**src/rtl/exmem_pipe_stage.sv**
```systemverilog
// rtl/exmem_pipe_stage.sv - execute/memory pipeline stage: ALU, external FPU wait, byte-addressable data RAM
//
// Purpose: accepts one operation at a time, computes an ALU result or waits
// FPU_LAT cycles for an external FPU result. It then uses that result as a
// byte address for an optional load/store into a local RAM and presents the
// outcome on a valid/ready response port.
//
// Ports:
//   clk, rst_n                       clock, asynchronous active-low reset
//   in_valid / in_ready              operation handshake
//   src_a, src_af, src_bf            integer A, float A, float B operands
//   write_data, imm_ext              integer B / store data, immediate
//   alu_src, fpu_a_sel, alu_control  ALU B select, FPU A select, ALU op
//   fpu_sel_in, dsrc, mem_src        FPU op, result select, store data select
//   mem_write, mem_read, funct3      store/load request, size + zero-extend
//   fpu_a, fpu_b, fpu_op             operands/op presented to the external FPU
//   fpu_result                       external FPU result
//   out_valid / out_ready            result handshake
//   out_result, out_read_data        ALU/FPU result, load data
//   out_zero, out_err                ALU zero flag, access error
module exmem_pipe_stage #(
  parameter int DEPTH_WORDS = 64,
  parameter int FPU_LAT     = 3
) (
  input  logic        clk,
  input  logic        rst_n,
  input  logic        in_valid,
  output logic        in_ready,
  input  logic [31:0] src_a,
  input  logic [31:0] src_af,
  input  logic [31:0] src_bf,
  input  logic [31:0] write_data,
  input  logic [31:0] imm_ext,
  input  logic        alu_src,
  input  logic        fpu_a_sel,
  input  logic [2:0]  alu_control,
  input  logic [4:0]  fpu_sel_in,
  input  logic        dsrc,
  input  logic        mem_src,
  input  logic        mem_write,
  input  logic        mem_read,
  input  logic [2:0]  funct3,
  output logic [31:0] fpu_a,
  output logic [31:0] fpu_b,
  output logic [4:0]  fpu_op,
  input  logic [31:0] fpu_result,
  output logic        out_valid,
  input  logic        out_ready,
  output logic [31:0] out_result,
  output logic [31:0] out_read_data,
  output logic        out_zero,
  output logic        out_err
);

  localparam int AW        = $clog2(DEPTH_WORDS * 4);
  localparam int CW        = (FPU_LAT > 1) ? $clog2(FPU_LAT) : 1;
  localparam logic [31:0] MEM_BYTES = 32'(DEPTH_WORDS * 4);

  typedef enum logic [1:0] {
    S_IDLE,
    S_FPU_WAIT,
    S_EXEC,
    S_RESP
  } state_t;

  state_t state;
  logic [CW-1:0] cnt;

  // Operation fields captured at accept; inputs are ignored afterwards.
  logic [31:0] a_q;
  logic [31:0] bf_q;
  logic [31:0] wd_q;
  logic [31:0] imm_q;
  logic        alu_src_q;
  logic [2:0]  alu_ctl_q;
  logic        dsrc_q;
  logic        mem_src_q;
  logic        mw_q;
  logic        mr_q;
  logic [2:0]  f3_q;
  logic [31:0] fres_q;

  // Data RAM: deliberately not reset.
  logic [31:0] mem [DEPTH_WORDS];

  // ---------------------------------------------------------------- ALU
  logic [31:0] alu_b;
  logic [31:0] alu_result;

  assign alu_b = alu_src_q ? imm_q : wd_q;

  always_comb begin
    alu_result = 32'd0;
    case (alu_ctl_q)
      3'b000:  alu_result = a_q + alu_b;
      3'b001:  alu_result = a_q - alu_b;
      3'b010:  alu_result = a_q & alu_b;
      3'b011:  alu_result = a_q | alu_b;
      3'b101:  alu_result = {31'd0, ($signed(a_q) < $signed(alu_b))};
      default: alu_result = 32'd0;
    endcase
  end

  // ------------------------------------------------------ address / error
  logic [31:0]   exec_result;
  logic [AW-1:0] addr;
  logic [1:0]    size;
  logic          access;
  logic          bad;
  logic          err;

  assign exec_result = dsrc_q ? fres_q : alu_result;
  assign addr        = exec_result[AW-1:0];
  assign size        = f3_q[1:0];
  assign access      = mr_q | mw_q;

  // Range check uses the full 32-bit result, not the truncated address.
  assign bad = (exec_result >= MEM_BYTES)
             | (size == 2'b11)
             | ((size == 2'b01) && addr[0])
             | ((size == 2'b10) && (addr[1:0] != 2'b00))
             | (mr_q & mw_q);
  assign err = access & bad;

  // ----------------------------------------------------------------- load
  logic [AW-3:0] word_idx;
  logic [31:0]   rd_word;
  logic [31:0]   rd_shift;
  logic [31:0]   ld_ext;
  logic [31:0]   load_data;

  assign word_idx = addr[AW-1:2];
  assign rd_word  = mem[word_idx];
  // Bring the addressed lane down to bit 0; halfwords are known aligned here.
  assign rd_shift = rd_word >> {addr[1:0], 3'b000};

  always_comb begin
    ld_ext = rd_word;
    case (size)
      2'b00:   ld_ext = f3_q[2] ? {24'd0, rd_shift[7:0]}
                                : {{24{rd_shift[7]}}, rd_shift[7:0]};
      2'b01:   ld_ext = f3_q[2] ? {16'd0, rd_shift[15:0]}
                                : {{16{rd_shift[15]}}, rd_shift[15:0]};
      default: ld_ext = rd_word;
    endcase
  end

  assign load_data = (mr_q && !err) ? ld_ext : 32'd0;

  // ---------------------------------------------------------------- store
  logic [31:0] st_src;
  logic [31:0] st_data;
  logic [3:0]  st_be;
  logic        do_write;

  assign st_src = mem_src_q ? bf_q : wd_q;

  // Replicate the store data across lanes so each enabled lane picks its own slice.
  always_comb begin
    st_be   = 4'b0000;
    st_data = st_src;
    case (size)
      2'b00: begin
        st_be   = 4'b0001 << addr[1:0];
        st_data = {4{st_src[7:0]}};
      end
      2'b01: begin
        st_be   = 4'b0011 << addr[1:0];
        st_data = {2{st_src[15:0]}};
      end
      2'b10: begin
        st_be   = 4'b1111;
        st_data = st_src;
      end
      default: begin
        st_be   = 4'b0000;
        st_data = st_src;
      end
    endcase
  end

  // Reset forces the FSM out of EXEC, so an abandoned op never writes.
  assign do_write = (state == S_EXEC) && mw_q && !err;

  always_ff @(posedge clk) begin
    if (do_write) begin
      for (int i = 0; i < 4; i++) begin
        if (st_be[i]) begin
          mem[word_idx][i*8 +: 8] <= st_data[i*8 +: 8];
        end
      end
    end
  end

  // ------------------------------------------------------------------ FSM
  always_ff @(posedge clk or negedge rst_n) begin
    if (!rst_n) begin
      state         <= S_IDLE;
      cnt           <= '0;
      in_ready      <= 1'b0;
      out_valid     <= 1'b0;
      out_result    <= 32'd0;
      out_read_data <= 32'd0;
      out_zero      <= 1'b0;
      out_err       <= 1'b0;
      fpu_a         <= 32'd0;
      fpu_b         <= 32'd0;
      fpu_op        <= 5'd0;
      a_q           <= 32'd0;
      bf_q          <= 32'd0;
      wd_q          <= 32'd0;
      imm_q         <= 32'd0;
      alu_src_q     <= 1'b0;
      alu_ctl_q     <= 3'd0;
      dsrc_q        <= 1'b0;
      mem_src_q     <= 1'b0;
      mw_q          <= 1'b0;
      mr_q          <= 1'b0;
      f3_q          <= 3'd0;
      fres_q        <= 32'd0;
    end else begin
      case (state)
        S_IDLE: begin
          in_ready <= 1'b1;
          if (in_valid && in_ready) begin
            in_ready  <= 1'b0;
            a_q       <= src_a;
            bf_q      <= src_bf;
            wd_q      <= write_data;
            imm_q     <= imm_ext;
            alu_src_q <= alu_src;
            alu_ctl_q <= alu_control;
            dsrc_q    <= dsrc;
            mem_src_q <= mem_src;
            mw_q      <= mem_write;
            mr_q      <= mem_read;
            f3_q      <= funct3;
            if (dsrc) begin
              fpu_a  <= fpu_a_sel ? src_a : src_af;
              fpu_b  <= src_bf;
              fpu_op <= fpu_sel_in;
              cnt    <= CW'(FPU_LAT - 1);
              state  <= S_FPU_WAIT;
            end else begin
              state <= S_EXEC;
            end
          end
        end

        S_FPU_WAIT: begin
          if (cnt == '0) begin
            fres_q <= fpu_result;
            state  <= S_EXEC;
          end else begin
            cnt <= cnt - CW'(1);
          end
        end

        S_EXEC: begin
          out_result    <= exec_result;
          out_read_data <= load_data;
          out_zero      <= !dsrc_q && (alu_result == 32'd0);
          out_err       <= err;
          out_valid     <= 1'b1;
          state         <= S_RESP;
        end

        S_RESP: begin
          if (out_ready) begin
            out_valid <= 1'b0;
            in_ready  <= 1'b1;
            state     <= S_IDLE;
          end
        end

        default: begin
          state    <= S_IDLE;
          in_ready <= 1'b0;
        end
      endcase
    end
  end

endmodule

```
**config.mk**
```make
export PLATFORM = sky130hd
export DESIGN_NAME = exmem_pipe_stage
export DESIGN_NICKNAME = d
export VERILOG_FILES = /design/src/rtl/exmem_pipe_stage.sv
export SDC_FILE = /design/constraint.sdc
export NUM_CORES = 2
export LEC_CHECK = 0
export ABC_AREA = 1
export CAP_MARGIN = 15
export CORE_MARGIN = 5
export CORE_UTILIZATION = 35
export DETAILED_ROUTE_END_ITERATION = 10
export PLACE_DENSITY = 0.62
export REMOVE_ABC_BUFFERS = 1
export SETUP_SLACK_MARGIN = 0.1
export SLEW_MARGIN = 10
export SYNTH_ARGS = -nofsm -noshare
export SYNTH_HDL_FRONTEND = slang
export SYNTH_SLANG_ARGS = --single-unit
export TNS_END_PERCENT = 20
```
**constraint.sdc**
```tcl
create_clock -name clk -period 4.6 [get_ports clk]
set_clock_uncertainty 0.2 [all_clocks]
set_input_delay 0.92 -clock clk [delete_from_list [all_inputs] [get_ports clk]]
set_output_delay 0.92 -clock clk [all_outputs]
set_load 0.01 [all_outputs]
```
==> flow_summary.ini <==
[clock_network]
path_clk_slew_ns = 0.06
clock_sinks = 2360
clk_latency_ns = 0.92
clock_path_buffers = 3
cts_buffers = 238
cts_tree = yes
htreeDepth = 4
root_buffer = clkbuf_16

[setup_path]
crit_path_max_fanout = 8
cp_top_family = simple AND/OR/NAND/NOR gates
cp.depth = 28
crit_required_ns = 5.05
r2r_cells = 28
arrival_ns = 5.59
end_kind = flip-flop
slowest_stage = dfrtp_2
crit_type = flip-flop to flip-flop
critPathMaxStageDelay_ns = 0.48
start_kind = flip-flop
cp_common_cell = buf_12
critical_path_buf_inv_count = 10

[timing]
drv_slew = 0
fmax_ghz = 0.194
fin_hold_ws_ns = 0.281
setup_viol = 2080
rsz0062_at_grt = yes
tns_ns = -894.29
finalWorstSetupSlack_ns = -0.546
tightest_slew_ns = 1.19
slew_headroom_pct = 20.8
fin_crit_sh_pct = 112
finalHoldViolCount = 0
period_needed_ns = 5.15

[route]
vias = 81317
routed_via_density = 5.30
wl_met2_um = 174000
met1_length_um = 157000
drc = 0
wl_met3_um = 43300
wl_per_cell_um = 25.9
first_pass_iters = 9
wl_um = 398000
drtIter0Drc = 10264
ant_nets = 0
top_layer = met5

[global_routing]
grt_pass1_wl_um = 555000
grt_max_degree = 181
grt_overflow = 0
grt_pass1_vias = 78431
antenna_found_initial = 33
track_usage_pct = 25.1

[final_layout]
finalNetCount = 11535
final_common_cell = edfxtp_1
syn_to_final_growth_pct = 31.3
drive_above_1_share_pct = 24.5
mostFrequentLayoutCells = 2,048 x edfxtp_1, 1,965 x nand2_1, 1,299 x buf_4

[place]
dpl.hpwl_um = 284000
gp_congestion = 0.976
portBuffers = 349

[die]
die-area_um2 = 305000
rows = 199
die_w_um = 552
die_y_um = 552
core_area_um2 = 293000
initial_utilization_pct = 35.0
num_io_pins = 350

[status]
status = finished, violations left
violations = setup timing

[logic_synthesis]
synth-edff-count = 2048
synth-async-reset-ratio_pct = 13.2
ys_ff_latch = 2360
yosys.cell_types.count = 58
syn_area_um2 = 103000
synthFlopType = edfxtp_1
ys_warn_count = 0
synth_cells = 9518
ys_seq_area_share_pct = 67.4
avgSynthCellArea_um2 = 10.8

[min_path]
hold_class = flip-flop to flip-flop
hold-path-cell-count = 2

[job]
maxCapViolCount = 0
[path summary, 6_finish.rpt]
path,from,end,slack [ns]
setup / recovery,alu_src_q,mem[11][6],-0.55
hold / removal,bf_q[4],bf_q[4],0.28
setup reg to reg,alu_src_q,mem[11][6],-0.55
hold reg to reg,bf_q[4],bf_q[4],0.28
max in group asynchronous,rst_n,bf_q[20],2.66
min in group asynchronous,rst_n,fpu_a[19],0.47
[cells by family after synthesis]
logic type	synth area share, %
adder cells (fa/ha/maj)	1.37
buffers and inverters	4.94
XOR/XNOR	0.00852
flip-flops	67.4
AND/OR/NAND/NOR	17.1
AO/OA/AOI/OAI	8.58
multiplexers	0.579
[stage by stage]
step                cell area (um2)  worst slack, ns  std cells  util, %
detailed placement           123000            -1.84      14806     41.9
global route                 135000           -0.615      15344     46.0
floorplan                    100000           -16.54       9013        -
CTS                          132000           -0.581      15297     45.1
finish                       135000           -0.546      15352     46.0
global placement             123000            -1.89      14806     41.9
[metal layers]
metal,track usage (%),up-vias
met2,38.0,4727
li1,-,36020
met4,12.9,16
met3,5.78,901
met1,33.9,39653
met5,0,-
[flip-flops by register name, summed over array words and instances (netlist names), 2 cells and up]
register / cells
f3_q: 3
out_read_data: 32
imm_q: 32
state: 2
mem: 2048
fpu_op: 5
cnt: 2
wd_q: 32
alu_ctl_q: 3
out_result: 32
a_q: 32
fres_q: 32
fpu_b: 32
bf_q: 32
fpu_a: 32
[worst register-to-register path: cells and delay by family (launching register included)]
family,cells,cell delay (ns)
and+or+nand+nor,15,2.02
buffers and inverters,10,1.56
DFF,1,0.48
adders and majority gates,1,0.34
AOI/OAI and AO/OA,2,0.28
[area by class of cell]
class                      count  area (um2)
antenna                       14        35.0
clock buffer                 290        6200
clock inverter               158        1950
fill                       26643      158000
inverter                     687        2610
multi-input combinational   5966       31300
sequential                  2360       69300
tap                         3919        4900
timing repair buffer        1958       18600
[timing repair]
action	4_1_cts	5_1_grt
gates cloned	3	11
endpoints found under the setup margin	2085	2082
buffers inserted	39	31
hold buffers	1	0
hold endpoints to repair	102	0
pin swaps	31	114
gates resized for setup	172	600
[synthesized netlist by cell type (4+ instances only)]
| cell | instances | share of area [%] |
|---|---|---|
| or2_2 | 267 | 1.6 |
| a31oi_1 | 4 | 0.024 |
| nor2_2 | 10 | 0.061 |
| a22oi_1 | 143 | 1.0 |
| edfxtp_1 | 2048 | 60 |
| nor3_2 | 5 | 0.049 |
| nand2_2 | 7 | 0.043 |
| o21a_1 | 12 | 0.088 |
| nor3_1 | 22 | 0.11 |
| nand3_2 | 6 | 0.058 |
| o22ai_1 | 174 | 1.1 |
| o21bai_1 | 21 | 0.15 |
| buf_1 | 20 | 0.073 |
| o21ai_0 | 935 | 4.6 |
| nand4_1 | 140 | 0.85 |
| nor2_1 | 1300 | 4.7 |
| clkbuf_1 | 206 | 0.75 |
| a21oi_1 | 142 | 0.69 |
| inv_2 | 12 | 0.044 |
| nand2_1 | 2069 | 7.6 |
| o221ai_1 | 8 | 0.068 |
| or2_1 | 5 | 0.030 |
| dfrtp_1 | 312 | 7.6 |
| buf_6 | 16 | 0.18 |
| mux2i_1 | 28 | 0.27 |
| ha_1 | 109 | 1.3 |
| o21ai_1 | 144 | 0.70 |
| and2_1 | 5 | 0.030 |
| mux2_2 | 28 | 0.31 |
| buf_2 | 198 | 0.96 |
| nand3b_1 | 65 | 0.47 |
| a21boi_0 | 4 | 0.029 |
| inv_1 | 672 | 2.5 |
| nand3_1 | 276 | 1.3 |
| buf_4 | 62 | 0.45 |
| or2_0 | 4 | 0.024 |
Power is not shown: default switching activity piles up to over one toggle a cycle in this logic, so the estimate is an artifact.
